$ cat src/rtl/id_pipe_if.sv
// Upstream/downstream valid-ready bundle for id_pipe.
// Carries inst/inst_addr in; out_valid/out_ready out.
interface id_pipe_if #(
  parameter int DATA_W = 32
);
  logic              in_valid;
  logic              in_ready;
  logic [31:0]       inst;
  logic [DATA_W-1:0] inst_addr;
  logic              out_valid;
  logic              out_ready;

  modport master (
    output in_valid, inst, inst_addr, out_ready,
    input  in_ready, out_valid
  );

  modport slave (
    input  in_valid, inst, inst_addr, out_ready,
    output in_ready, out_valid
  );
endinterface

$ cat src/rtl/id_pipe.sv
// Decode stage: holds one instruction, decodes fields, forwards operands,
// resolves jump/branch targets. Ports: clk, rst_n, bus (valid/ready),
// flush, qualifiers, fwd_{a,b}_{data,sel}, decoded outputs, stall_cnt.
module id_pipe #(
  parameter int DATA_W    = 32,
  parameter int NUM_PORTS = 4,
  parameter int CNT_W     = 16,
  localparam int SEL_W =
    (NUM_PORTS > 1) ? $clog2(NUM_PORTS) : 1
) (
  input  logic                        clk,
  input  logic                        rst_n,
  id_pipe_if.slave                    bus,
  input  logic                        flush,
  input  logic                        reg_rt,
  input  logic                        sext_signed,
  input  logic [1:0]                  jump,
  input  logic [2:0]                  cmp_mode,
  input  logic [NUM_PORTS*DATA_W-1:0] fwd_a_data,
  input  logic [NUM_PORTS*DATA_W-1:0] fwd_b_data,
  input  logic [SEL_W-1:0]            fwd_a_sel,
  input  logic [SEL_W-1:0]            fwd_b_sel,
  output logic [5:0]                  opcode,
  output logic [4:0]                  rs,
  output logic [4:0]                  rt,
  output logic [5:0]                  func,
  output logic [4:0]                  reg_des,
  output logic [DATA_W-1:0]           imm_ext,
  output logic [DATA_W-1:0]           op_a,
  output logic [DATA_W-1:0]           op_b,
  output logic [DATA_W-1:0]           jump_addr,
  output logic [DATA_W-1:0]           link_addr,
  output logic                        br_taken,
  output logic [CNT_W-1:0]            stall_cnt
);

  logic              valid_q;
  logic [31:0]       inst_q;
  logic [DATA_W-1:0] addr_q;
  logic              take;
  logic              stall;

  assign bus.out_valid = valid_q;
  assign bus.in_ready  =
    (!valid_q || bus.out_ready) && !flush;

  assign take  = bus.in_valid && bus.in_ready;
  assign stall = valid_q && !bus.out_ready && !flush;

  always_ff @(posedge clk or negedge rst_n) begin
    if (!rst_n) begin
      valid_q   <= 1'b0;
      inst_q    <= '0;
      addr_q    <= '0;
      link_addr <= '0;
    end else if (flush) begin
      valid_q <= 1'b0;
    end else if (take) begin
      valid_q   <= 1'b1;
      inst_q    <= bus.inst;
      addr_q    <= bus.inst_addr;
      link_addr <= bus.inst_addr;
    end else if (valid_q && bus.out_ready) begin
      valid_q <= 1'b0;
    end
  end

  // Saturating: holds at all-ones
  always_ff @(posedge clk or negedge rst_n) begin
    if (!rst_n) begin
      stall_cnt <= '0;
    end else if (stall && !(&stall_cnt)) begin
      stall_cnt <= stall_cnt + CNT_W'(1);
    end
  end

  assign opcode  = inst_q[31:26];
  assign rs      = inst_q[25:21];
  assign rt      = inst_q[20:16];
  assign func    = inst_q[5:0];
  assign reg_des = reg_rt ? inst_q[20:16] : inst_q[15:11];

  logic [DATA_W-1:0] imm_sx;
  logic [DATA_W-1:0] imm_zx;

  assign imm_sx =
    {{(DATA_W-16){inst_q[15]}}, inst_q[15:0]};
  assign imm_zx = {{(DATA_W-16){1'b0}}, inst_q[15:0]};
  assign imm_ext = sext_signed ? imm_sx : imm_zx;

  // Out-of-range selects match no port and fall to port 0
  always_comb begin
    op_a = fwd_a_data[DATA_W-1:0];
    op_b = fwd_b_data[DATA_W-1:0];
    for (int k = 1; k < NUM_PORTS; k++) begin
      if (fwd_a_sel == SEL_W'(k))
        op_a = fwd_a_data[k*DATA_W +: DATA_W];
      if (fwd_b_sel == SEL_W'(k))
        op_b = fwd_b_data[k*DATA_W +: DATA_W];
    end
  end

  logic [DATA_W-1:0] j_tgt;
  logic [DATA_W-1:0] b_tgt;

  always_comb begin
    j_tgt = '0;
    j_tgt[DATA_W-1 -: 4] = addr_q[DATA_W-1 -: 4];
    j_tgt[27:0] = {inst_q[25:0], 2'b00};
  end

  assign b_tgt = addr_q + (imm_sx << 2);

  always_comb begin
    unique case (jump)
      2'd1:    jump_addr = j_tgt;
      2'd2:    jump_addr = b_tgt;
      2'd3:    jump_addr = op_a;
      default: jump_addr = '0;
    endcase
  end

  logic a_neg;
  logic a_zero;
  logic cond;

  assign a_neg  = op_a[DATA_W-1];
  assign a_zero = (op_a == '0);

  always_comb begin
    unique case (cmp_mode)
      3'd0:    cond = (op_a == op_b);
      3'd1:    cond = (op_a != op_b);
      3'd2:    cond = a_neg;
      3'd3:    cond = !a_neg;
      3'd4:    cond = !a_neg && !a_zero;
      3'd5:    cond = a_neg || a_zero;
      default: cond = 1'b0;
    endcase
  end

  assign br_taken = valid_q &&
    ((jump == 2'd2 && cond) ||
     jump == 2'd1 || jump == 2'd3);

endmodule
$ cat src/flat_wrapper.sv
// flat-port wrapper written by rule: the top's interface ports become plain ports
module id_pipe_flat 
#(
  parameter int DATA_W    = 32,
  parameter int NUM_PORTS = 4,
  parameter int CNT_W     = 16,
  localparam int SEL_W =
    (NUM_PORTS > 1) ? $clog2(NUM_PORTS) : 1
)
  (clk, rst_n, flush, reg_rt, sext_signed, jump, cmp_mode, fwd_a_data, fwd_b_data, fwd_a_sel, fwd_b_sel, opcode, rs, rt, func, reg_des, imm_ext, op_a, op_b, jump_addr, link_addr, br_taken, stall_cnt, bus_in_valid, bus_inst, bus_inst_addr, bus_out_ready, bus_in_ready, bus_out_valid);
  id_pipe_if #(.DATA_W(DATA_W)) bus_i ();
  input  logic clk;
  input  logic rst_n;
  input  logic flush;
  input  logic reg_rt;
  input  logic sext_signed;
  input  logic [1:0] jump;
  input  logic [2:0] cmp_mode;
  input  logic [NUM_PORTS*DATA_W-1:0] fwd_a_data;
  input  logic [NUM_PORTS*DATA_W-1:0] fwd_b_data;
  input  logic [SEL_W-1:0] fwd_a_sel;
  input  logic [SEL_W-1:0] fwd_b_sel;
  output logic [5:0] opcode;
  output logic [4:0] rs;
  output logic [4:0] rt;
  output logic [5:0] func;
  output logic [4:0] reg_des;
  output logic [DATA_W-1:0] imm_ext;
  output logic [DATA_W-1:0] op_a;
  output logic [DATA_W-1:0] op_b;
  output logic [DATA_W-1:0] jump_addr;
  output logic [DATA_W-1:0] link_addr;
  output logic br_taken;
  output logic [CNT_W-1:0] stall_cnt;
  input wire logic [$bits(bus_i.in_valid)-1:0] bus_in_valid;
  input wire logic [$bits(bus_i.inst)-1:0] bus_inst;
  input wire logic [$bits(bus_i.inst_addr)-1:0] bus_inst_addr;
  input wire logic [$bits(bus_i.out_ready)-1:0] bus_out_ready;
  output wire logic [$bits(bus_i.in_ready)-1:0] bus_in_ready;
  output wire logic [$bits(bus_i.out_valid)-1:0] bus_out_valid;
  assign bus_i.in_valid = bus_in_valid;
  assign bus_i.inst = bus_inst;
  assign bus_i.inst_addr = bus_inst_addr;
  assign bus_i.out_ready = bus_out_ready;
  assign bus_in_ready = bus_i.in_ready;
  assign bus_out_valid = bus_i.out_valid;
  id_pipe #(.DATA_W(DATA_W), .NUM_PORTS(NUM_PORTS), .CNT_W(CNT_W)) u_core (.clk(clk), .rst_n(rst_n), .bus(bus_i), .flush(flush), .reg_rt(reg_rt), .sext_signed(sext_signed), .jump(jump), .cmp_mode(cmp_mode), .fwd_a_data(fwd_a_data), .fwd_b_data(fwd_b_data), .fwd_a_sel(fwd_a_sel), .fwd_b_sel(fwd_b_sel), .opcode(opcode), .rs(rs), .rt(rt), .func(func), .reg_des(reg_des), .imm_ext(imm_ext), .op_a(op_a), .op_b(op_b), .jump_addr(jump_addr), .link_addr(link_addr), .br_taken(br_taken), .stall_cnt(stall_cnt));
endmodule
$ cat config.mk
export PLATFORM = sky130hd
export DESIGN_NAME = id_pipe_flat
export DESIGN_NICKNAME = d
export VERILOG_FILES = /design/src/rtl/id_pipe_if.sv /design/src/rtl/id_pipe.sv /design/src/flat_wrapper.sv
export SDC_FILE = /design/constraint.sdc
export NUM_CORES = 1
export LEC_CHECK = 0
export BUFFER_PORTS_ARGS = -buffer_cell sky130_fd_sc_hd__buf_2
export CAP_MARGIN = 25
export CORE_AREA = 8 8 207 209
export CTS_CLUSTER_DIAMETER = 40
export CTS_CLUSTER_SIZE = 16
export DETAILED_ROUTE_END_ITERATION = 10
export DIE_AREA = 0 0 215 217
export GPL_TIMING_DRIVEN = 0
export HOLD_SLACK_MARGIN = 0.12
export PLACE_DENSITY_LB_ADDON = 0.1
export SLEW_MARGIN = 20
export SYNTH_ARGS = -nofsm -noshare
export SYNTH_HDL_FRONTEND = slang
export SYNTH_SLANG_ARGS = --single-unit
$ cat constraint.sdc
create_clock -name clk -period 2.8 [get_ports clk]
set_input_delay 0.14 -clock clk [delete_from_list [all_inputs] [get_ports clk]]
set_output_delay 0.14 -clock clk [all_outputs]
set_load 0.005 [all_outputs]
# After elaboration in Yosys (flattened, before gate mapping)
# Index checks and enable logic that the tools add are counted.
# Widths: inputs -> output; s select.
# word_totals
reg_bits	81
in_bits	336
wordCells	60
# op_classes
n_addsub	2
eq_ne	16
mux	13
n_bitwise	1
n_reduce_logical	24
# op_table
cell	count
$mux 32	7
$pmux 32 s3	1
$add 32x32->32	1
$eq 32x32->1	1
$logic_not 32->1	1
$ne 32x32->1	1
$add 16x1->16 const B	1
$reduce_and 16->1	1
$eq 2x2->1 const B	6
$logic_and 1x1->1	9
$eq 2x1->1 const B	3
$eq 3x2->1 const B	2
$eq 3x3->1 const B	2
$logic_not 1->1	6
$pmux 1 s6	1
$mux 5	1
$logic_or 1x1->1	4
$eq 3x1->1 const B	1
$logic_not 3->1	1
$mux 1	3
$reduce_bool 3->1	1
$reduce_and 2->1	1
$not 1->1	1

# Longest topological paths before layout
# Gate-level depths: netlist of the first run.
# logic_depth
depth_word	12
ltp_mapped	12
depth_no_buf	12

# Least setup slack after synthesis of the first run
# No wires, ideal clock.
# synth_timing
path_kind	register to output
startpoint	register u_core.inst_q[0]
endpoint	output port jump_addr[28]
arrival_time_ns	2.772
required_time_ns	2.660
path_slack_ns	-0.112
stages_incl_launch_ff	13
path_buffers	0
cell_sequence	dfrtp_1 > ha_1 > inv_1 > fa_1 > nor2b_1 > o21ai_0 > a2111oi_2 > o41ai_1 > o22ai_1 > a2111oi_0 > nor3_1 > xnor2_1 > o21ai_0
# synth_via
elab_chain_len	2
# synth_lines
element	line_no	source
from (decl)	id_pipe.sv:38	logic [31:0] inst_q;
from (signal assigned)	id_pipe.sv:60	inst_q <= bus.inst;
$add 32x32->32	id_pipe.sv:112	assign b_tgt = addr_q + (imm_sx << 2);
$pmux 32 s3	id_pipe.sv:115	unique case (jump)
to (decl)	flat_wrapper.sv:31	output logic [DATA_W-1:0] jump_addr;
# No other way between the ends.

==> flow_metrics.py, run 1 <==
metrics = {
    "critical_path": {
        "end_kind": "primary output",
        "reg2reg_from": "u_core.bus.out_valid",
        "worstReg2RegEnd": "u_core.inst_q[27]",
        "reg2reg_depth": 6,
        "reg2reg_slack_ns": 0.28,
        "crit_fanout": 6,
        "cp.required_ns": 2.66,
        "arrival_ns": 3.25,
        "cp-start-kind": "flop",
        "path_class": "flop to primary output",
    },
    "yosys": {
        "ys_seq_area_frac": 0.278,
        "synth-main-ff-cell": "dfrtp_1",
        "syn-cell-area_sq_um": 7300,
        "yosysTopAreaCellShare": 0.278,
        "synthTopCellsByArea": "dfrtp_1 (28%), mux4_2 (20%), mux2_2 (10%), ha_1 (5.1%), xor2_1 (5.0%)",
        "synth.net_count": 1045,
        "async_reset_ff_frac": 1.00,
        "avgSynthCellArea_sq_um": 10.8,
        "ys.warnings.count": 0,
        "synth_cells": 678,
        "ys_ff_latch": 81,
        "yosysTopAreaCell": "dfrtp_1",
        "synth_edf_count": 0,
        "synth_cell_types": 56,
    },
    "floorplan": {
        "start_util": 0.185,
        "rows": 73,
        "core_area_sq_um": 39500,
        "chipHeight_um": 217,
        "io_pins": 542,
        "die_area_sq_um": 46700,
        "die_x_um": 215,
    },
    "clock_network": {
        "htreeDepth": 3,
        "root_buffer": "clkbuf_16",
        "clkTransAtPathRegs_ns": 0.07,
        "clk_path_buf_depth": 2,
        "cts_tree": "yes",
        "numClockSinks": 81,
        "cts_made_buffers": 9,
        "clock_latency_ns": 0.37,
    },
    "detailed_routing": {
        "vias": 8733,
        "ant_nets": 0,
        "top_layer_used": "met4",
        "wl_met2_mm": 24.7,
        "met3WireLength_mm": 4.44,
        "met1_length_mm": 22.9,
        "viasPerCell": 4.58,
        "drc": 0,
        "wire_per_inst_um": 27.6,
        "wl_mm": 52.6,
        "first_iter_violations": 588,
        "detail_route.first_pass.iterations": 4,
    },
    "sta": {
        "relSlewSlack": 0.335,
        "timing.fmax_mhz": 295,
        "grt_setup_unrepaired": "true",
        "final_hold_viol_count": 0,
        "slew_viol_final": 0,
        "tightest_slew_ns": 0.998,
        "whs_ns": 0.186,
        "setup_ws_ns": -0.594,
        "setup_violations": 22,
        "fin_crit_ns": 3.39,
        "period_share": 1.21,
        "finClkSkew_ns": 0.00837,
    },
    "global_routing": {
        "grt_pass1_wl_mm": 72.8,
        "track_usage": 0.216,
        "first_global_vias": 9500,
        "grt_overflow": 0,
        "antenna_found_initial": 4,
        "grt_max_degree": 67,
    },
    "layout": {
        "drive_above_1_share": 0.651,
        "instances_no_fill": 1905,
        "seqCellArea_sq_um": 2040,
        "final_util": 0.331,
        "multi_input_area_sq_um": 5500,
        "layout_common_cells": "buf_2 (536), buf_4 (93), dfrtp_1 (74), mux2_2 (68), dlygate4sd3_1 (67)",
        "syn2layout_area_growth_pct": 78.8,
        "nets": 1739,
        "fillers": 4219,
        "mostFrequentLayoutCell": "buf_2",
    },
    "power_and_ir_drop": {
        "p_per_area_nw_per_um2": 523,
        "power_mw": 6.82,
        "peakVddDrop_uv": 294,
        "leakage_nw": 6.13,
    },
    "placed_design": {
        "routabilityCongestion": 0.838,
        "place_inst": 1742,
        "portBuffers": 538,
        "hpwl_mm": 43.5,
    },
    "status": {
        "status": "complete, but fails checks",
        "violations": "negative setup slack",
    },
    "hold_path": {
        "min_path_type": "input pin to async pin",
    },
    "flow_run": {
        "maxCapViolations": 0,
    },
}
-- through the flow --
step                      TNS [ns]  area, sq um  setup slack (ns)
after CTS                    -7.92        12600            -0.702
after floorplan                  0         7310           0.00185
after global routing        -10.66        13000            -0.703
after global placement       -9.54        10700            -0.960
after detailed placement     -9.71        10700            -0.973
final                        -7.95        13000            -0.594
-- synthesized netlist by cell type, drive strengths merged (4+ instances only) --
cell    count
dfrtp      81
mux2       68
mux4       64
nand2      43
a21oi      42
nor2       42
xor2       42
buf        38
o21ai      33
ha         30
xnor2      24
nand3      19
nor4       15
clkbuf     14
inv        13
a21o        9
a22oi       8
nand4       8
a22o        6
mux2i       6
nor2b       6
nor3        6
or3         6
nand2b      5
o31ai       5
a211oi      4
and3        4
nand3b      4
o21bai      4
-- layout make-up --
type / count / area share
inverter: 14 / 0.00422
clock buffer: 9 / 0.0173
timing repair buffer: 683 / 0.314
buffer: 52 / 0.0312
multi-input combinational: 531 / 0.421
sequential: 81 / 0.156
tap: 525 / 0.0503
antenna: 3 / 0.000575
clock inverter: 7 / 0.00537
-- worst max path at each step --
stage / startpoint / end
detailed placement: u_core.inst_q[15] / jump_addr[31]
CTS: u_core.inst_q[0] / jump_addr[22]
global route: u_core.link_addr[2] / jump_addr[22]
finish: u_core.link_addr[7] / jump_addr[30]
floorplan: u_core.inst_q[15] / jump_addr[31]
global placement: u_core.inst_q[15] / jump_addr[31]
-- worst max-delay path, stage by stage (launching register included) --
cell       delay [ns]
dfrtp_1          0.41
ha_4             0.25
buf_4            0.15
a21oi_1          0.14
o21ai_0          0.13
and2_2           0.25
o41ai_4          0.48
o22ai_4          0.20
nand3b_1         0.13
nand4_1          0.13
a2111oi_2        0.31
nand3b_1         0.15
buf_2            0.15
-- power by group --
part	switching, mW	internal, mW	total (mW)
Clock	0.621	0.629	1.25
Combinational	1.97	1.98	3.95
Sequential	0.262	1.36	1.62
-- cells by family after synthesis --
family                     after synthesis  synth area share
muxes                                  138             0.311
AOI/OAI and AO/OA                      135             0.119
DFF                                     81             0.278
buffers and inverters                   66            0.0532
xor gates and xnor gates                66            0.0792
adders and majority gates               31            0.0542
and+or+nand+nor                        161             0.106
-- sequential cells by signal, summed over array words and instances, names as in the netlist --
| signal | cells |
|---|---|
| u_core.bus.out_valid | 1 |
| u_core.link_addr | 32 |
| u_core.stall_cnt | 16 |
| u_core.inst_q | 32 |
-- routing by layer --
layer / vias to the layer above / global-route usage
li1: 3969 / -
met3: 29 / 0.0745
met5: - / 0
met2: 358 / 0.355
met4: 0 / 0.0322
met1: 4377 / 0.277
-- what timing repair did --
action                                  CTS  global route
endpoints found under the setup margin   23            34
hold buffers                             67             0
pin swaps                                46            49
buffers inserted                         54            24
endpoints found under the hold margin   146             0
gates cloned                              2             0
gates resized for setup                 114            56
Power figures use the tool's default switching activity.
==> run 2, diff against run 1 <==
--- a/config.mk
+++ b/config.mk
@@ -15,6 +15,7 @@
 export GPL_TIMING_DRIVEN = 0
 export HOLD_SLACK_MARGIN = 0.12
 export PLACE_DENSITY_LB_ADDON = 0.1
+export SKIP_LAST_GASP = 1
 export SLEW_MARGIN = 20
 export SYNTH_ARGS = -nofsm -noshare
 export SYNTH_HDL_FRONTEND = slang
==> run 2 against run 1 <==
- the run still ends with negative setup slack left
- fmax up 1.2%
- clock power about the same
- hold slack better by 0.00055 ns
- global-route usage about the same
- cell area down 0.69%
- final cell count down 0.21%
- sequential share of layout area up 0.13 points
- critical path type unchanged
==> flow_metrics.py, run 2 (synthesized netlist as in run 1, its figures left out) <==
metrics = {
    "status": {
        "status": "complete, but fails checks",
        "violations": "negative setup slack",
    },
    "global_routing": {
        "first_global_vias": 9448,
        "antenna_found_initial": 4,
        "grt_pass1_wl_mm": 72.6,
        "track_usage": 0.216,
        "grt_overflow": 0,
        "grt_max_degree": 67,
    },
    "layout": {
        "drive_above_1_share": 0.644,
        "nets": 1736,
        "syn2layout_area_growth_pct": 77.6,
        "fillers": 4218,
        "layout_common_cells": "buf_2 (538), buf_4 (93), dfrtp_1 (72), mux2_2 (68), dlygate4sd3_1 (67)",
        "final_util": 0.328,
        "reg.largest.list": "u_core.inst_q x32, u_core.link_addr x32, u_core.stall_cnt x16",
        "mostFrequentLayoutCell": "buf_2",
    },
    "detailed_routing": {
        "ant_nets": 0,
        "detail_route.first_pass.iterations": 5,
        "vias": 8726,
        "wl_mm": 52.5,
        "met3WireLength_mm": 4.48,
        "drc": 0,
        "met1_length_mm": 22.8,
        "viasPerCell": 4.59,
        "first_iter_violations": 644,
        "wl_met2_mm": 24.6,
        "wire_per_inst_um": 27.6,
        "top_layer_used": "met4",
    },
    "sta": {
        "period_share": 1.20,
        "relSlewSlack": 0.339,
        "setup_violations": 22,
        "whs_ns": 0.187,
        "slew_viol_final": 0,
        "final_hold_viol_count": 0,
        "grt_setup_unrepaired": "true",
        "fin_crit_ns": 3.35,
        "setup_ws_ns": -0.554,
        "finClkSkew_ns": 0.00950,
        "tightest_slew_ns": 0.991,
        "timing.fmax_mhz": 298,
    },
    "floorplan": {
        "die_x_um": 215,
        "io_pins": 542,
        "chipHeight_um": 217,
        "rows": 73,
        "core_area_sq_um": 39500,
        "die_area_sq_um": 46700,
        "start_util": 0.185,
    },
    "clock_network": {
        "numClockSinks": 81,
        "clkTransAtPathRegs_ns": 0.07,
        "cts_made_buffers": 9,
        "clk_path_buf_depth": 2,
        "root_buffer": "clkbuf_16",
        "htreeDepth": 3,
        "cts_tree": "yes",
        "clock_latency_ns": 0.37,
    },
    "power_and_ir_drop": {
        "leakage_nw": 6.09,
        "netSwitchingFraction": 0.419,
        "p_clk_frac": 0.186,
        "pwr-share-seq": 0.241,
        "peakVddDrop_uv": 293,
        "p_sw_mw": 2.82,
        "combPwrFrac": 0.573,
        "internal_power_mw": 3.91,
        "p_per_area_nw_per_um2": 520,
        "power_mw": 6.73,
    },
    "critical_path": {
        "reg2reg_slack_ns": 0.28,
        "arrival_ns": 3.21,
        "path_class": "flop to primary output",
        "path_common_cell": "o21ai_0",
        "cpMaxStageDelayCell": "o41ai_4",
        "cp.required_ns": 2.66,
        "end_kind": "primary output",
        "crit_fanout": 6,
        "path_buf_inv": 2,
        "worstPathCellList": "ha_4 -> buf_4 -> a21oi_1 -> o21ai_0 -> and2_1 -> o41ai_4 -> o22ai_4 -> a2111oi_4 -> nor3_1 -> xnor2_1 -> o21ai_0 -> buf_2",
        "crit_path_max_incr_delay_ns": 0.46,
        "crit_family": "compound AO/OA/AOI/OAI gates",
        "cp-start-kind": "flop",
    },
    "placed_design": {
        "portBuffers": 538,
        "routabilityCongestion": 0.838,
        "hpwl_mm": 43.5,
    },
    "flow_run": {
        "maxCapViolations": 0,
    },
    "hold_path": {
        "min_path_type": "input pin to async pin",
    },
}
run 2: cell types whose count changed in the layout (fill, tap and decap cells not counted), sizes merged:
| cell | previous run | this run |
|---|---|---|
| diode | 3 | 2 |
| buf | 653 | 650 |
run 2: per-stage QoR:
step           instances  cell area [sq um]  setup WS (ns)  TNS, ns
2_1_floorplan        678               7310        0.00185        0
3_3_place_gp        1741              10700         -0.960    -9.54
3_5_place_dp        1742              10700         -0.973    -9.71
4_1_cts             1879              12600         -0.707    -8.28
5_1_grt             1901              13000         -0.698   -10.92
6_report            1901              13000         -0.554    -7.94
run 2: layout make-up:
type,instances,area [sq um],share of cell area
Inverter,14,52.6,0.00406
Clock inverter,7,70.1,0.00541
Buffer,52,407,0.0314
Multi-Input combinational cell,531,5460,0.421
Antenna cell,2,5.00,0.000386
Clock buffer,9,225,0.0174
Tap cell,525,657,0.0507
Sequential cell,81,2040,0.157
Timing Repair Buffer,680,4050,0.312
run 2: worst paths after layout:
check | start | endpoint | depth (start not counted)
setup / recovery | u_core.link_addr[7] | jump_addr[28] | 12
hold / removal | rst_n | u_core.link_addr[24] | 2
setup reg to reg | u_core.bus.out_valid | u_core.inst_q[27] | 6
hold reg to reg | u_core.stall_cnt[11] | u_core.stall_cnt[11] | 1
max in group asynchronous | rst_n | u_core.inst_q[3] | 3
min in group clk | bus_out_ready | u_core.stall_cnt[12] | 5
run 2: per-layer routing:
layer	up-vias	GRT usage
met2	359	0.354
met1	4371	0.277
met5	-	0
met3	27	0.0745
li1	3969	-
met4	0	0.0322
run 2: timing repair:
action | CTS | global route
pin swaps | 42 | 43
resized for setup | 99 | 55
gates cloned | 2 | 0
endpoints found under the setup margin | 23 | 34
buffers inserted | 54 | 21
endpoints found under the hold margin | 146 | 0
hold buffers | 67 | 0
run 2: power groups by stage:
stage          clock (mW)  sequential (mW)  combinational, mW
3_3_place_gp            0             1.63               3.03
5_1_grt              1.34             1.65               4.18
4_1_cts              1.30             1.62               3.63
3_5_place_dp            0             1.64               3.04
2_1_floorplan           0             1.55               1.65
6_report             1.25             1.62               3.86
